## config.mk

```make
export PLATFORM = sky130hd
export DESIGN_NAME = gcd_job_scheduler
export DESIGN_NICKNAME = d
export VERILOG_FILES = /design/src/rtl/gcd_job_scheduler.sv
export SDC_FILE = /design/constraint.sdc
export NUM_CORES = 1
export LEC_CHECK = 0
export ABC_AREA = 0
export BUFFER_PORTS_ARGS = -buffer_cell sky130_fd_sc_hd__buf_2
export CAP_MARGIN = 20
export CORE_MARGIN = 10
export CORE_UTILIZATION = 30
export CTS_BUF_LIST = sky130_fd_sc_hd__clkbuf_16
export DETAILED_ROUTE_END_ITERATION = 6
export GPL_ROUTABILITY_DRIVEN = 0
export SETUP_SLACK_MARGIN = 0.5
export SLEW_MARGIN = 5
export SYNTH_ARGS = -nofsm -noshare
export SYNTH_HDL_FRONTEND = slang
export SYNTH_SLANG_ARGS = --single-unit
```

## constraint.sdc

```tcl
create_clock -name sys_clk -period 4.45 [get_ports sys_clk]
set_clock_uncertainty 0.2 [all_clocks]
set_input_delay 0.2225 -clock sys_clk [delete_from_list [all_inputs] [get_ports sys_clk]]
set_output_delay 0.2225 -clock sys_clk [all_outputs]
set_load 0.05 [all_outputs]
```

## src/rtl/gcd_job_scheduler.sv

```systemverilog
// Round-robin scheduler sharing one subtractive GCD core among N_REQ requesters.
// Zero operands bypass the core; a WAIT timeout resets a hung core and returns an error.
module gcd_job_scheduler #(
   parameter int unsigned N_REQ   = 4,
   parameter int unsigned DATA_W  = 32,
   parameter int unsigned ID_W    = 2,
   parameter int unsigned TIMEOUT = 1024
) (
   input  logic                    sys_clk,
   input  logic                    sys_rst_n,
   input  logic [N_REQ-1:0]        req_valid,
   output logic [N_REQ-1:0]        req_ready,
   input  logic [N_REQ*DATA_W-1:0] req_a,
   input  logic [N_REQ*DATA_W-1:0] req_b,
   output logic                    resp_valid,
   input  logic                    resp_ready,
   output logic [ID_W-1:0]         resp_id,
   output logic [DATA_W-1:0]       resp_data,
   output logic                    resp_err,
   output logic                    core_start,
   output logic [DATA_W-1:0]       core_a,
   output logic [DATA_W-1:0]       core_b,
   input  logic                    core_done,
   input  logic [DATA_W-1:0]       core_result,
   output logic                    core_rst_n,
   output logic                    busy
);

   localparam int unsigned CNT_W = (TIMEOUT > 1) ? $clog2(TIMEOUT) : 1;
   localparam int unsigned SUM_W = ID_W + 1;

   typedef enum logic [2:0] {S_IDLE, S_LAUNCH, S_WAIT, S_ABORT, S_RESP} state_t;

   state_t              state_q;
   logic [ID_W-1:0]     rr_q;
   logic [CNT_W-1:0]    cnt_q;

   logic [2*N_REQ-1:0]  dbl_c;
   logic [N_REQ-1:0]    rot_c;
   logic [ID_W-1:0]     off_c;
   logic [SUM_W-1:0]    sum_c;
   logic [ID_W-1:0]     win_id_c;
   logic [ID_W-1:0]     rr_next_c;
   logic [DATA_W-1:0]   win_a_c;
   logic [DATA_W-1:0]   win_b_c;
   logic                grant_c;

   // Rotate valids so rr_q sits at bit 0; the lowest set bit is the winner's offset.
   always_comb begin
      dbl_c = {req_valid, req_valid} >> rr_q;
      rot_c = dbl_c[N_REQ-1:0];
      off_c = '0;
      for (int k = N_REQ - 1; k >= 0; k--) begin
         if (rot_c[k]) off_c = ID_W'(k);
      end
      sum_c    = SUM_W'(rr_q) + SUM_W'(off_c);
      win_id_c = (sum_c >= SUM_W'(N_REQ)) ? ID_W'(sum_c - SUM_W'(N_REQ)) : ID_W'(sum_c);
      rr_next_c = (win_id_c == ID_W'(N_REQ - 1)) ? '0 : win_id_c + ID_W'(1);
   end

   always_comb begin
      win_a_c = '0;
      win_b_c = '0;
      for (int k = 0; k < N_REQ; k++) begin
         if (win_id_c == ID_W'(k)) begin
            win_a_c = req_a[k*DATA_W +: DATA_W];
            win_b_c = req_b[k*DATA_W +: DATA_W];
         end
      end
   end

   assign grant_c   = (state_q == S_IDLE) && (|req_valid);
   assign req_ready = grant_c ? (N_REQ'(1) << win_id_c) : '0;

   always_ff @(posedge sys_clk or negedge sys_rst_n) begin
      if (!sys_rst_n) begin
         state_q    <= S_IDLE;
         rr_q       <= '0;
         cnt_q      <= '0;
         resp_valid <= 1'b0;
         resp_id    <= '0;
         resp_data  <= '0;
         resp_err   <= 1'b0;
         core_start <= 1'b0;
         core_a     <= '0;
         core_b     <= '0;
         core_rst_n <= 1'b0;
         busy       <= 1'b0;
      end else begin
         core_start <= 1'b0;
         core_rst_n <= 1'b1;
         case (state_q)
            S_IDLE: begin
               if (grant_c) begin
                  resp_id <= win_id_c;
                  rr_q    <= rr_next_c;
                  busy    <= 1'b1;
                  // The subtractive core never terminates on a zero operand.
                  if ((win_a_c == '0) || (win_b_c == '0)) begin
                     resp_data  <= win_a_c | win_b_c;
                     resp_err   <= 1'b0;
                     resp_valid <= 1'b1;
                     state_q    <= S_RESP;
                  end else begin
                     core_a     <= win_a_c;
                     core_b     <= win_b_c;
                     core_start <= 1'b1;
                     state_q    <= S_LAUNCH;
                  end
               end
            end
            S_LAUNCH: begin
               cnt_q   <= '0;
               state_q <= S_WAIT;
            end
            S_WAIT: begin
               cnt_q <= cnt_q + CNT_W'(1);
               if (core_done) begin
                  resp_data  <= core_result;
                  resp_err   <= 1'b0;
                  resp_valid <= 1'b1;
                  state_q    <= S_RESP;
               end else if (cnt_q == CNT_W'(TIMEOUT - 1)) begin
                  core_rst_n <= 1'b0;
                  state_q    <= S_ABORT;
               end
            end
            S_ABORT: begin
               resp_data  <= '0;
               resp_err   <= 1'b1;
               resp_valid <= 1'b1;
               state_q    <= S_RESP;
            end
            S_RESP: begin
               if (resp_ready) begin
                  resp_valid <= 1'b0;
                  busy       <= 1'b0;
                  state_q    <= S_IDLE;
               end
            end
            default: state_q <= S_IDLE;
         endcase
      end
   end

endmodule

```

==> flow_summary.toml <==
[grt]
wire_length_of_the_first_global_routing_pass_mm = 66.0
grtUsageTotal_pct = 26.2
globalRouteOverflowTotal = 0
antenna_violations_before_repair = 17
number_of_global_route_vias_before_repair = 10100
grt_max_degree = 89

[synth]
synth.yosys.seq_area_share_pct = 36.2
netlist_instances = 924
cell_area_synth_mm2 = 0.00816
ys_async_sr_fraction_pct = 100
synth_edf_count = 0
post_synth_num_cell_types = 60
synthesis.nets = 1226
yosysWarnings = 0
syn_area_per_cell_um2 = 8.83
ys_seq_elements = 118
yosys_most_used_dff = "dfrtp_1"

[timing]
fmax_mhz = 216
worst_slew_pin_slew_ns = 1.04
layout_setup_ws_ns = -0.183
timing.final.setup_violations = 81
timing.final.crit_share_pct = 104
slew_violations = 0
timing.final.hold_violations = 0
hold_slack_ns = 0.00508
layout_min_cycle_time_ns = 4.63
slew-limit-headroom_pct = 31.0
grt_setup_unrepaired = "true"

[clocking]
cts-htree-levels = 4
cts.reportedPaths.clkPinSlew_ns = 0.06
tritoncts = "built"
cts.sink_count = 118
clock_latency_on_the_worst_skew_pair_ns = 0.42
root_buffer = "clkbuf_16"
clockBufferDepth = 2
cts-buffers-inserted = 17

[worst_setup_path]
cp.arrival_ns = 4.74
cp_slowest_cell = "dfrtp_2"
worst-path-buf-inv = 8
cp_max_fo = 13
crit_path_frequent_cell = "buf_4"
crit_path_max_incr_delay_ns = 0.43
critPathLaunchType = "flip-flop"
critical_path.cell_chain = "nor2_2, nand2_1, o21ai_1, o21ai_1, nand2_1, ha_4, xnor2_4, buf_4, ha_4, and2b_1, buf_12, buf_4, a222oi_1, buf_4, a2111oi_4, nand4_1, nor4_2, buf_4, o21ba_4, o22ai_4, buf_12, buf_12, buf_16, mux2_4"
critPathTopFamily = "buffers and inverters"
critPathKind = "flip-flop to flip-flop"
worst_setup_path_end_kind = "flip-flop"
timing.critical_path.required_ns = 4.55

[routing]
route.top_layer_used = "met5"
wire_length_on_met1_mm = 18.6
routed-wl-met2_mm = 23.4
vias = 9916
detail_route.iter0.violations = 763
routedWlPerCell_um = 26.7
drt_wl_total_mm = 48.5
route.antenna.remaining_nets = 0
met3_wirelength_mm = 4.51
drt_first_pass_iters = 5
drc = 0
routed_via_density = 5.45

[place]
detailed_place.area_mm2 = 0.0113
buffer_ports.inserted = 402
numPlacedInstances = 1709
final_hpwl_from_detailed_placement_mm = 36.9

[floorplan]
die_width_um = 185
ios = 403
floorplan.initialDensity_pct = 30.4
rows = 60
fp.coreArea_mm2 = 0.0269
die_area_mm2 = 0.0342
fp.dieH_um = 185

[cells_and_area]
layout.cell_area.non_filler_mm2 = 0.0132
layout.cells.most_common_list = "buf_2, dfrtp_1, buf_4"
layout.cells.most_common = "buf_2"
non_filler_instance_count_after_layout = 1821
fraction_of_layout_cells_with_a_size_suffix_above_1_pct = 48.6
layout-area-overhead-vs-synth_pct = 62.1
final_net_count = 1754

[outcome]
outcome = "complete, but fails checks"
violated_checks = "setup timing"

[worst_hold_path]
hp-class = "input pin to flip-flop"

[run]
max_cap_viol_count = 0
==> repair_timing <==
action,4_1_cts,5_1_grt
buffers inserted,18,12
hold buffers,24,0
endpoints found under the hold margin,112,0
pin swaps,9,13
endpoints found under the setup margin,101,101
cloned,4,7
resized for setup,51,49
==> logic make-up after synthesis <==
kind of cell / share of synthesized area, %
AO/OA/AOI/OAI: 22.8
AND/OR/NAND/NOR: 17.4
buffers and inverters: 7.62
flip-flops: 36.2
multiplexers: 14.9
adder cells (fa/ha/maj): 0.920
XOR/XNOR: 0.107
==> worst register-to-register path, delay by kind of cell (launching register included) <==
kind	cells	cell delay (ns)
AOI/OAI and AO/OA	6	0.91
DFF	1	0.43
and+or+nand+nor	6	0.93
xor gates and xnor gates	1	0.22
muxes	1	0.31
buffers and inverters	8	1.16
adders and majority gates	2	0.35
==> state kept, by name, indices dropped and copies added (netlist names) <==
register    flops
rr_q            2
core_start      1
state_q         3
core_rst_n      1
resp_id         2
resp_data      32
resp_valid      1
core_a         32
resp_err        1
cnt_q          10
busy            1
core_b         32
==> metrics by stage <==
step | setup TNS [ns] | setup WS, ns | utilization, %
2_1_floorplan | 0 | 0.492 | -
3_3_place_gp | -19.78 | -0.309 | 42.1
3_5_place_dp | -23.33 | -0.352 | 42.1
4_1_cts | -3.25 | -0.0847 | 47.2
5_1_grt | -29.07 | -0.358 | 49.2
6_report | -9.64 | -0.183 | 49.2
==> per-layer routing <==
metal  GRT usage, %  up-vias
met5              0        -
met4           12.5        4
met3           8.05       98
met2           43.7      545
met1           30.0     4782
li1               -     4487
==> cells in the mapped netlist (all sizes together) (4+ instances only) <==
library cell | number | share of area, %
and2 | 15 | 1.2
o21a | 6 | 0.55
a22oi | 11 | 1.0
o211ai | 12 | 1.1
a31oi | 17 | 1.3
nor3 | 28 | 1.7
nand3b | 28 | 2.6
clkbuf | 27 | 1.3
nor2b | 7 | 0.54
o32ai | 4 | 0.43
nand4 | 6 | 0.46
a21oi | 97 | 5.9
ha | 6 | 0.92
nor4 | 14 | 1.1
mux2 | 81 | 13
a2111oi | 4 | 0.43
and3 | 7 | 0.54
nand3 | 18 | 1.1
o21ai | 44 | 2.7
inv | 66 | 3.0
mux2i | 18 | 2.2
buf | 43 | 3.3
o22a | 11 | 1.2
nor2 | 40 | 1.8
dfrtp | 118 | 36
nand2 | 82 | 3.8
a222oi | 16 | 2.0
a22o | 4 | 0.43
and3b | 13 | 1.4
nand2b | 9 | 0.69
o22ai | 38 | 3.1
==> final timing paths <==
path,start,to,slack (ns),cells past startpoint
max in group asynchronous,sys_rst_n,rr_q[0],2.79,3
min in group asynchronous,sys_rst_n,resp_data[17],0.25,2
min reg2reg,cnt_q[7],cnt_q[7],0.29,1
max,rr_q[0],resp_data[7],-0.18,24
max reg2reg,rr_q[0],resp_data[7],-0.18,24
min,core_result[0],resp_data[0],0.005,4
==> area by class of cell <==
type                    instances  area (um^2)
fillers                      2614        13600
multi-input cells             669         5010
repair buffers                579         3940
flip-flops and latches        118         2950
well taps                     341          427
clock buffers                  17          425
inverters                      67          255
clock inverters                15          179
diodes                         15         37.5
Power is left out: the tool's default activity adds up to more than one toggle a clock period on the data nets, which glitch-free logic cannot reach.
